[src/rtl/mips_bus_pkg.sv]
// Shared definitions for the single-port memory arbiter of the Harvard core.
package mips_bus_pkg;

    typedef enum logic [2:0] {
        IDLE,
        FETCH,
        DECODE,
        DATA,
        COMMIT
    } arb_state_t;

    localparam logic [3:0] BYTEEN_ALL = 4'hF;

endpackage

[src/rtl/mem_port_arbiter.sv]
// Sequences fetch, decode, optional data access and commit for the core over one
// Avalon-style memory port; the core is clock-enabled only in the commit cycle.
module mem_port_arbiter
    import mips_bus_pkg::*;
(
    input  logic        clk,
    input  logic        reset,
    input  logic        core_active,
    output logic        core_enable,
    input  logic [31:0] instr_address,
    output logic [31:0] instr_readdata,
    input  logic [31:0] data_address,
    input  logic        data_read,
    input  logic        data_write,
    input  logic [31:0] data_writedata,
    output logic [31:0] data_readdata,
    output logic [31:0] bus_address,
    output logic        bus_read,
    output logic        bus_write,
    output logic [3:0]  bus_byteenable,
    output logic [31:0] bus_writedata,
    input  logic [31:0] bus_readdata,
    input  logic        bus_waitrequest,
    output logic [31:0] stall_count
);

    arb_state_t state;
    arb_state_t next_state;
    logic       instr_accept;
    logic       data_accept;

    assign bus_byteenable = BYTEEN_ALL;

    always_ff @(posedge clk) begin
        if (reset) begin
            state <= IDLE;
        end else begin
            state <= next_state;
        end
    end

    // A halt committed by the core is only noticed in FETCH, so no read is
    // issued on behalf of an inactive core.
    always_comb begin
        next_state    = state;
        bus_read      = 1'b0;
        bus_write     = 1'b0;
        bus_address   = '0;
        bus_writedata = '0;
        core_enable   = 1'b0;
        instr_accept  = 1'b0;
        data_accept   = 1'b0;
        case (state)
            IDLE: begin
                if (core_active) begin
                    next_state = FETCH;
                end
            end
            FETCH: begin
                if (!core_active) begin
                    next_state = IDLE;
                end else begin
                    bus_read    = 1'b1;
                    bus_address = instr_address;
                    if (!bus_waitrequest) begin
                        instr_accept = 1'b1;
                        next_state   = DECODE;
                    end
                end
            end
            DECODE: begin
                next_state = (data_read || data_write) ? DATA : COMMIT;
            end
            DATA: begin
                bus_address = data_address;
                // A simultaneous read and write request performs only the write.
                if (data_write) begin
                    bus_write     = 1'b1;
                    bus_writedata = data_writedata;
                end else begin
                    bus_read = 1'b1;
                end
                if (!bus_waitrequest) begin
                    data_accept = 1'b1;
                    next_state  = COMMIT;
                end
            end
            COMMIT: begin
                core_enable = 1'b1;
                next_state  = FETCH;
            end
            default: begin
                next_state = IDLE;
            end
        endcase
    end

    always_ff @(posedge clk) begin
        if (reset) begin
            instr_readdata <= '0;
        end else if (instr_accept) begin
            instr_readdata <= bus_readdata;
        end
    end

    always_ff @(posedge clk) begin
        if (reset) begin
            data_readdata <= '0;
        end else if (data_accept && !data_write) begin
            data_readdata <= bus_readdata;
        end
    end

    always_ff @(posedge clk) begin
        if (reset) begin
            stall_count <= '0;
        end else if (core_active && !core_enable) begin
            stall_count <= stall_count + 32'd1;
        end
    end

endmodule

[config.mk]
export PLATFORM = sky130hd
export DESIGN_NAME = mem_port_arbiter
export DESIGN_NICKNAME = d
export VERILOG_FILES = /design/src/rtl/mips_bus_pkg.sv /design/src/rtl/mem_port_arbiter.sv
export SDC_FILE = /design/constraint.sdc
export NUM_CORES = 1
export LEC_CHECK = 0
export BUFFER_PORTS_ARGS = -buffer_cell sky130_fd_sc_hd__buf_2
export CAP_MARGIN = 20
export CORE_AREA = 2 2 116 118
export CTS_BUF_LIST = sky130_fd_sc_hd__clkbuf_16
export DETAILED_ROUTE_END_ITERATION = 10
export DIE_AREA = 0 0 118 120
export PLACE_DENSITY = 0.71
export SYNTH_ARGS = -nofsm -noshare
export SYNTH_HDL_FRONTEND = slang
export SYNTH_SLANG_ARGS = --single-unit
export TNS_END_PERCENT = 50
[constraint.sdc]
create_clock -name clk -period 3.8 [get_ports clk]
set_input_delay 0.38 -clock clk [delete_from_list [all_inputs] [get_ports clk]]
set_output_delay 0.38 -clock clk [all_outputs]
set_load 0.01 [all_outputs]
Word-level counts from Yosys, hierarchy flattened --
Cells that the tools add are included.
Word-level totals: word-level logic and storage cells 39, register bits after elaboration 99, bits of input ports 134
Cells by class: add/sub/neg operators 1, mux-type cells 20, reduce and logical (&&, ||, !) cells 7, eq/ne operators 7
Operators with widths (number):
- 32-bit two-way mux | 3
- 32-bit case mux with 2 select lines | 1
- 32-bit by 1-bit adder with 32-bit output, second input constant | 1
- 3-bit two-way mux | 5
- 3-bit case mux with 5 select lines | 1
- 1-bit two-way mux | 9
- 3-bit by 2-bit == test with 1-bit output, second input constant | 2
- 2-bit != test, second input constant | 2
- 3-bit by 1-bit == test with 1-bit output, second input constant | 1
- 3-bit == test, second input constant | 1
- 3-bit logical NOT | 1
- 3-bit != test, second input constant | 1
- 3-bit AND reduction | 1
- 1-bit logical AND | 2
- 1-bit logical NOT | 2
- 1-bit case mux with 2 select lines | 1
- 1-bit logical OR | 1

Longest topological paths before layout --
Gate-level depths: netlist (run 1).
depth after elaboration 4, depth in mapped cells 7, depth with buffers taken out 5

Least setup slack after synthesis (run 1) --
Ideal clock, no wire load.
kind register to output, start reg state[2], end out bus_address[12], arrival 1.470 ns, buffers on the path 3, stages on the path, launching flop included 7, path slack 1.950 ns, path through dfxtp_1 buf_2 nand2b_1 nor2_1 clkbuf_1 buf_1 a22o_1
On the way: word-level cells in the longest chain between the ends 2, elaborated cells on any way between the ends 3, classes of those cells eq/ne (2); mux (1)
Ends and longest elaborated chain:
- from (decl) | RTL line mem_port_arbiter.sv:27 | arb_state_t state;
- from (signal assigned) | RTL line mem_port_arbiter.sv:38 | state <= next_state;
- 3-bit by 2-bit == test with 1-bit output or 3-bit by 1-bit == test with 1-bit output (tied branches) | RTL line mem_port_arbiter.sv:53 | case (state)
- 32-bit case mux with 2 select lines * | RTL line mem_port_arbiter.sv:53
- to (decl) | RTL line mem_port_arbiter.sv:17 | output logic [31:0] bus_address,
Mark *: on every way between the ends. The rest lies on a longest branch, timed or not.

Worst setup path after layout (run 1) --
start reg state[0], end reg stall_count[28]
On the way: word-level cells in the longest chain between the ends 4
Ends and longest elaborated chain:
- 3-bit == test | RTL line mem_port_arbiter.sv:53
- 1-bit two-way mux | RTL line mem_port_arbiter.sv:53
- 1-bit logical NOT | RTL line mem_port_arbiter.sv:117 | end else if (core_active && !core_enable) begin
- 1-bit logical AND | RTL line mem_port_arbiter.sv:117
- to (signal assigned) | RTL line mem_port_arbiter.sv:118 | stall_count <= stall_count + 32'd1;
- to (decl) | RTL line mem_port_arbiter.sv:24 | output logic [31:0] stall_count
No other way between the ends. A chain may end at the register's enable or synchronous reset.

==> metrics.txt, run 1 <==
Clock Latency Late Sink 350 ps; 1st-pass router iterations 4; CTS resizes 0; Leak 3.17 nW; CTS buffer count 9; cell family with most CP delay simple AND/OR/NAND/NOR gates; Die Area 14,200 um^2; Comb power frac 0.129; GRT Util Overall 0.207; DR DRC count 0; total grt overflow 0; crit path buf inv count 0; Via density 4.98; DR vias 5,080; Core Box Area 13,000 um^2; #FFs+latches synth 99; Met1 Wirelength 6330 um; Slew Limit Fails 0; highest clock rate 394 MHz; total negative slack 0 ps; minimum hold slack 277 ps; Nets 974; sequential fraction of design power 0.478; Hold Crit Depth 3; Pwr Total 2.26 mW; Row Count 42; number of global-route vias before repair 4,469; fin crit share 0.668; CP peak stage delay 650 ps; dpl hpwl 11,100 um; sequential share of the synthesized area 0.435; first-pass GRT wire length 23,600 um; met3 wire len 1340 um; Worst Max-Slew Pin Slew 708 ps; Initial Util 0.351; CP Data Required Time 4040 ps; Unique masters post-synth 43; net load switching power 0.565 mW; met2 WL 7180 um; outcome finished clean; crit path DAT 2780 ps; CP max stage cell nand4_1; max cap viols 0; Avg WL per Cell 14.9 um; Clock power frac 0.393; gpl congestion 0.839; CP max FO 20; Ports 301; top_reg_cell synth dfxtp_1; number of synthesized flops with an enable pin 0; Max clock buf depth 2; FILL cells 1,271; DR iter-0 viols 274; Internal Pwr Total 1.69 mW; Synth Instances 576; slew margin rel. 0.526; H-tree depth 3; syn avg cell area 7.91 um^2; total wire length 15,200 um; clock root cell clkbuf_16; Startpoint Class flop; Worst setup EP type flop; uppermost layer routed met4; setup bufs post-CTS 0; Worst IR Drop VDD 0.317 mV; PD cells 353 nW/um^2; pin count of the biggest net entering global routing 70; clk_skew 7.49 ps; CTS clk-pin slew, worst paths 70 ps; layout cells sized above 1 0.387; worst hold path class in2reg; CTS hold repair buffers 0; Final Core Density 0.493; die height 120 um; yosys warns 0; Final Hold Viols 0; TritonCTS Sinks 99; # setup viols final 0; Layout area overhead 40.5%; asr flop ratio synth 0; Cell Area, Synth 4560 um^2; Sw Share 0.250; WS Path Type reg2reg; Die X-Extent 118 um; min Tclk post-route 2540 ps; input/output buffers 296; CTS tree done; Critical Path Stages 4; RSZ-0062 raised after global routing no; post-route ant nets 0; critical path cell sequence or3b_1 -> nand4_1 -> nor4_1 -> mux2_2; path depth of the worst reg2reg path 4; initial antenna violation count 1
## synthesized netlist by cell type (9+ instances only)
| cell | number | area share |
|---|---|---|
| nor2_1 | 17 | 0.014 |
| nand2_1 | 140 | 0.12 |
| clkbuf_1 | 37 | 0.030 |
| a21oi_1 | 87 | 0.096 |
| dfxtp_1 | 99 | 0.43 |
| nand4_1 | 9 | 0.012 |
| and3_1 | 39 | 0.054 |
| a22o_1 | 32 | 0.061 |
| or4_1 | 14 | 0.023 |
| o31ai_1 | 14 | 0.023 |
| nand3_1 | 12 | 0.013 |
| xor2_1 | 9 | 0.017 |
## state kept, by name, indices dropped and copies added, names as in the netlist
| register | flops |
|---|---|
| state | 3 |
| stall_count | 32 |
| instr_readdata | 32 |
| data_readdata | 32 |
## through the flow
| step | setup WS, ps | area [um^2] | instances |
|---|---|---|---|
| floorplan | 1950 | 4570 | 579 |
| global placement | 1320 | 6090 | 1003 |
| detailed placement | 1260 | 6090 | 1003 |
| CTS | 1260 | 6370 | 1019 |
| global route | 1010 | 6400 | 1021 |
| finish | 1260 | 6400 | 1021 |
## power groups by stage
| stage | Combinational (mW) | Sequential (mW) | Clock [mW] |
|---|---|---|---|
| 2_1_floorplan | 0.140 | 1.11 | 0 |
| 3_3_place_gp | 0.290 | 1.10 | 0 |
| 3_5_place_dp | 0.291 | 1.10 | 0 |
| 4_1_cts | 0.292 | 1.08 | 0.917 |
| 5_1_grt | 0.320 | 1.08 | 0.962 |
| 6_report | 0.290 | 1.08 | 0.888 |
## placed cells by master, fill, tap and decap left out, types with 2 or more instances in the layout
master,count
a21oi_1,87
a22o_1,32
and2_1,4
and3_1,39
and4_1,3
buf_2,296
buf_4,5
clkbuf_16,9
conb_1,4
dfxtp_1,99
inv_1,6
mux2_2,2
nand2_1,140
nand3_1,12
nand4_1,9
nor2_1,16
nor2b_1,2
nor3_1,2
nor4_1,3
o21ai_0,7
o31ai_1,14
or3_1,7
or4_1,14
xor2_1,9
## cells by family (layout without fill, tap and decap cells)
| family | Yosys count | after routing | share of synthesized area |
|---|---|---|---|
| and+or+nand+nor | 262 | 262 | 0.283 |
| AOI/OAI and AO/OA | 145 | 145 | 0.197 |
| DFF | 99 | 99 | 0.435 |
| buffers and inverters | 57 | 322 | 0.0596 |
| xor gates and xnor gates | 9 | 9 | 0.0173 |
| muxes | 2 | 2 | 0.00494 |
| adders and majority gates | 1 | 1 | 0.00274 |
| other | 1 | 5 | 0.000823 |
## area by class of cell
| cell class | instances | area, um^2 | area share |
|---|---|---|---|
| Antenna cell | 1 | 2.50 | 0.000391 |
| Clock buffer | 9 | 225 | 0.0352 |
| Clock inverter | 7 | 62.6 | 0.00977 |
| Inverter | 3 | 11.3 | 0.00176 |
| Multi-Input combinational cell | 423 | 2330 | 0.365 |
| Sequential cell | 99 | 1980 | 0.309 |
| Tap cell | 176 | 220 | 0.0344 |
| Timing Repair Buffer | 303 | 1570 | 0.245 |
## tightest hold or removal path: cells and delay by family
| kind | cells | cell delay, ps |
|---|---|---|
| AO/OA/AOI/OAI | 1 | 50 |
| AND/OR/NAND/NOR | 1 | 50 |
| buffers and inverters | 1 | 100 |
## metal layers
layer	global-route usage	up-vias
li1	-	2554
met1	0.256	2302
met2	0.331	207
met3	0.0699	17
met4	0.0821	0
met5	0	-
## path summary, 6_finish.rpt
path                                         from           endpoint  slack (ps)
worst max register to register           state[0]    stall_count[28]        1260
worst min register to register  data_readdata[20]  data_readdata[20]         450
worst max-delay path                     state[0]    stall_count[28]        1260
worst min-delay path              bus_readdata[7]  instr_readdata[7]         280
No activity file was read; power rests on OpenSTA's default activity.
==> inputs of run 2 (changes only) <==
PLACE_DENSITY = 0.74   (was 0.71)
clock period = 2.16 ns   (was 3.8 ns; I/O delays follow)
==> metrics.txt, run 2 (synthesis results as in run 1) <==
CTS resizes 0 (unchanged); Top Usage Layer GRT met2; Ports 301 (unchanged); post-route ant nets 0 (unchanged); highest clock rate 499 MHz; Core Box Area 13,000 um^2 (unchanged); Hold Crit Depth 3 (unchanged); 1st-pass router iterations 4 (unchanged); worst setup margin 156 ps (-1110 ps); Worst IR Drop VDD 0.497 mV (+57%); met2 Use GR 0.380 (+0.0483); Leak 3.22 nW (+1.3%); commonest non-fill, non-tap cell in the layout buf_2; Initial Util 0.351 (unchanged); DR DRC count 0 (unchanged); minimum hold slack 116 ps (-161 ps); min Tclk post-route 2000 ps; worst hold path class in2reg; total negative slack 0 ps (unchanged); Nets 983 (+0.92%); Global Route met1 Usage 0.276 (+0.0198); PD cells 630 nW/um^2 (+79%); commonest non-fill, non-tap cells in the layout 295 x buf_2, 140 x nand2_1, 99 x dfxtp_1; worst slack, placed 268 ps (-992 ps); gpl congestion 0.897 (+6.9%); Layout area overhead 43.1%; TritonCTS Sinks 99 (unchanged); pin count of the biggest net entering global routing 58 (-17%); Worst setup EP type output pin; clk_skew 11.1 ps (+3.64 ps); input/output buffers 296 (unchanged); CTS buffer count 9 (unchanged); Via density 5.00 (+0.53%); CTS tree done; DR vias 5,192 (+2.2%); top flop regs data_readdata x32, instr_readdata x32, stall_count x32; Die X-Extent 118 um (unchanged); first-pass GRT wire length 25,500 um (+8.1%); Row Count 42 (unchanged); total wire length 17,100 um (+12%); Startpoint Class flop; Avg WL per Cell 16.4 um (+11%); CP Data Required Time 1940 ps (-2100 ps); number of global-route vias before repair 4,620 (+3.4%); RSZ-0062 raised after global routing no; dpl hpwl 13,300 um (+20%); GRT Util Overall 0.229 (+0.0224); path depth of the worst reg2reg path 6 (+2); WS Path Type reg2out; Clock Latency Late Sink 340 ps (about the same); total grt overflow 0 (unchanged); Final Hold Viols 0 (unchanged); outcome finished clean; max cap viols 0 (unchanged); Max clock buf depth 2 (unchanged); die height 120 um (unchanged); Die Area 14,200 um^2 (unchanged); DR iter-0 viols 239 (-13%); CTS clk-pin slew, worst paths 70 ps (about the same); GRT met3 Usage 0.0547 (-0.0152); fin crit share 0.928; crit path DAT 1790 ps (-990 ps); clock root cell clkbuf_16; Slew Limit Fails 0 (unchanged); CTS hold repair buffers 0 (unchanged); CP max FO 33 (+65%); # setup viols final 0 (unchanged); initial antenna violation count 10 (+9); H-tree depth 3 (unchanged); layout cells sized above 1 0.397 (+0.00998)
## run 2: changes by cell type in the layout (fill, tap and decap cells not counted), sizes merged
cell | before | now
buf | 303 | 312
clkinv | 2 | 4
clkinvlp | 1 | 0
inv | 6 | 5
diode | 1 | 9
## run 2: path summary, 6_finish.rpt
kind | startpoint | endpoint | slack [ps]
setup / recovery | state[2] | bus_address[24] | 160
hold / removal | bus_readdata[19] | instr_readdata[19] | 120
setup reg to reg | stall_count[0] | stall_count[28] | 260
hold reg to reg | instr_readdata[11] | instr_readdata[11] | 450
## run 2: area by class of cell
type	instances	area, um^2
repair buffers	312	1640
multi-input cells	423	2330
inverters	3	11.3
clock inverters	7	86.3
clock buffers	9	225
fillers	1328	6460
diodes	9	22.5
well taps	176	220
flip-flops and latches	99	1980
## run 2: critical path, stage by stage (launching register included)
cell and delay [ps]:
dfxtp_1 380, nor2_1 230, and3_1 240, buf_12 190, a22o_1 230, buf_2 160
## run 2: through the flow
stage	instance area (um^2)	total power, mW	cells	utilization
2_1_floorplan	4570	2.20	579	-
3_3_place_gp	6180	2.48	1012	0.476
3_5_place_dp	6180	2.49	1012	0.476
4_1_cts	6490	4.14	1028	0.500
5_1_grt	6520	4.27	1037	0.502
6_report	6520	4.11	1038	0.503
## run 2: timing repair
item                                   CTS  global route
endpoints found under the hold margin    0             0
setup endpoints to repair                0            53
buffers inserted                         0             1
## run 2: where the power goes
group	switching, mW	total (mW)	internal, mW	leakage (nW)
clock	0.744	1.66	0.919	0.153
combinational	0.312	0.551	0.239	2.26
sequential	0.0263	1.89	1.87	0.800
## run 2: layer usage
layer / wire, um / part of all wire
met5: 0 / 0
met4: 544 / 0.032
met3: 982 / 0.058
met2: 8430 / 0.49
met1: 7100 / 0.42
==> inputs of run 3 (changes only) <==
BUFFER_PORTS_ARGS = not set   (was -buffer_cell sky130_fd_sc_hd__buf_2)
CORE_AREA = 2 2 117 119   (was 2 2 116 118)
DIE_AREA = 0 0 119 121   (was 0 0 118 120)
DONT_BUFFER_PORTS = 1   (was not set)
PLACE_DENSITY = 0.52   (was 0.74)
==> metrics.txt, run 3 (synthesis results as in run 1) <==
worst hold path class in2reg; Clock Latency Late Sink 340 ps (about the same); initial antenna violation count 6 (-4); Max clock buf depth 2 (unchanged); CTS tree done; fin crit share 0.948 (+0.0198); setup bufs post-CTS 0 (unchanged); first-pass GRT wire length 23,100 um (-9.5%); Via density 5.62 (+12%); post-route ant nets 0 (unchanged); pin count of the biggest net entering global routing 98 (+69%); Core Box Area 13,100 um^2 (+0.81%); worst slack, placed 176 ps (-91.9 ps); Worst setup EP type output pin; CTS clk-pin slew, worst paths 70 ps (about the same); CP max FO 33 (unchanged); Worst IR Drop VDD 0.567 mV (+14%); max cap viols 0 (unchanged); DR iter-0 viols 236 (-1.3%); total wire length 16,300 um (-4.4%); H-tree depth 3 (unchanged); WS Path Type reg2out; GRT Util Overall 0.213 (-0.0162); top flop regs data_readdata x32, instr_readdata x32, stall_count x32; DR vias 4,321 (-17%); DR DRC count 0 (unchanged); Die Area 14,400 um^2 (+1.7%); # setup viols final 0 (unchanged); Nets 719 (-27%); commonest non-fill, non-tap cell in the layout nand2_1; dpl hpwl 12,200 um (-8.4%); total grt overflow 0 (unchanged); Startpoint Class flop; clk_skew 4.82 ps (-6.32 ps); gpl congestion 0.860 (-4.1%); Ports 301 (unchanged); Final Hold Viols 0 (unchanged); Avg WL per Cell 21.2 um (+29%); clock root cell clkbuf_16; outcome finished clean; worst setup margin 113 ps (-42.7 ps); crit path DAT 1830 ps (+40 ps); Initial Util 0.348 (-0.00282); min Tclk post-route 2050 ps (+42.7 ps); number of global-route vias before repair 3,978 (-14%); TritonCTS Sinks 99 (unchanged); highest clock rate 489 MHz (-2.1%); Slew Limit Fails 0 (unchanged); Die X-Extent 119 um (+0.85%); Final Core Density 0.403 (-0.0993); input/output buffers 0 (-100%); PD cells 701 nW/um^2 (+11%); total negative slack 0 ps (unchanged); Row Count 42 (unchanged); layout cells sized above 1 0.0801 (-0.317); Layout area overhead 15.8%; die height 121 um (+0.83%); commonest non-fill, non-tap cells in the layout 140 x nand2_1, 99 x dfxtp_1, 87 x a21oi_1; CP Data Required Time 1940 ps (about the same); 1st-pass router iterations 4 (unchanged); RSZ-0062 raised after global routing no; FILL cells 1,346 (+1.4%); CTS buffer count 9 (unchanged); Leak 1.91 nW (-41%)
-- run 3: routing by layer --
metal / vias to the layer above / wire length [um] / GRT usage
met5: - / 0 / 0
met4: 0 / 762 / 0.138
met2: 206 / 8340 / 0.368
met1: 2036 / 5970 / 0.226
met3: 33 / 1250 / 0.0648
li1: 2046 / - / -
-- run 3: report_power, final --
part           switching, mW  internal [mW]  leakage (nW)
registers             0.0514           1.87         0.800
clock network          0.673          0.766         0.127
logic                  0.209          0.130         0.985
-- run 3: timing repair --
| action | CTS | global route |
|---|---|---|
| hold buffers | 26 | 1 |
| hold endpoints to repair | 97 | 1 |
| gates resized for setup | 0 | 0 |
-- run 3: path summary, 6_finish.rpt --
kind / start / slack (ps) / end / cells after the start
setup / recovery: state[2] / 110 / bus_address[6] / 4
hold reg to reg: data_readdata[8] / 510 / data_readdata[8] / 2
hold / removal: bus_readdata[30] / 7 / instr_readdata[30] / 2
setup reg to reg: stall_count[13] / 140 / stall_count[31] / 4
-- run 3: final cells by class --
cell class,count,area (um^2),area share
inverters,3,11.3,0.00213
clock inverters,5,31.3,0.00593
flip-flops and latches,99,1980,0.376
well taps,176,220,0.0417
repair buffers,48,458,0.0868
clock buffers,9,225,0.0427
multi-input cells,423,2330,0.442
diodes,6,15.0,0.00284
-- run 3: worst max-delay path, cell delays in order, from the launching register on --
cell and delay, ps:
dfxtp_1 390, nor2_1 260, and3_1 200, buf_4 300, a22o_1 330
-- run 3: metrics by stage --
stage | hold slack [ps] | power, mW | cell area (um^2) | cells
global route | 2.47 | 3.87 | 5280 | 769
global placement | 293 | 2.22 | 4720 | 722
finish | 7.31 | 3.70 | 5280 | 769
detailed placement | 295 | 2.23 | 4720 | 722
CTS | 0.295 | 3.75 | 5250 | 762
floorplan | 349 | 2.20 | 4570 | 579
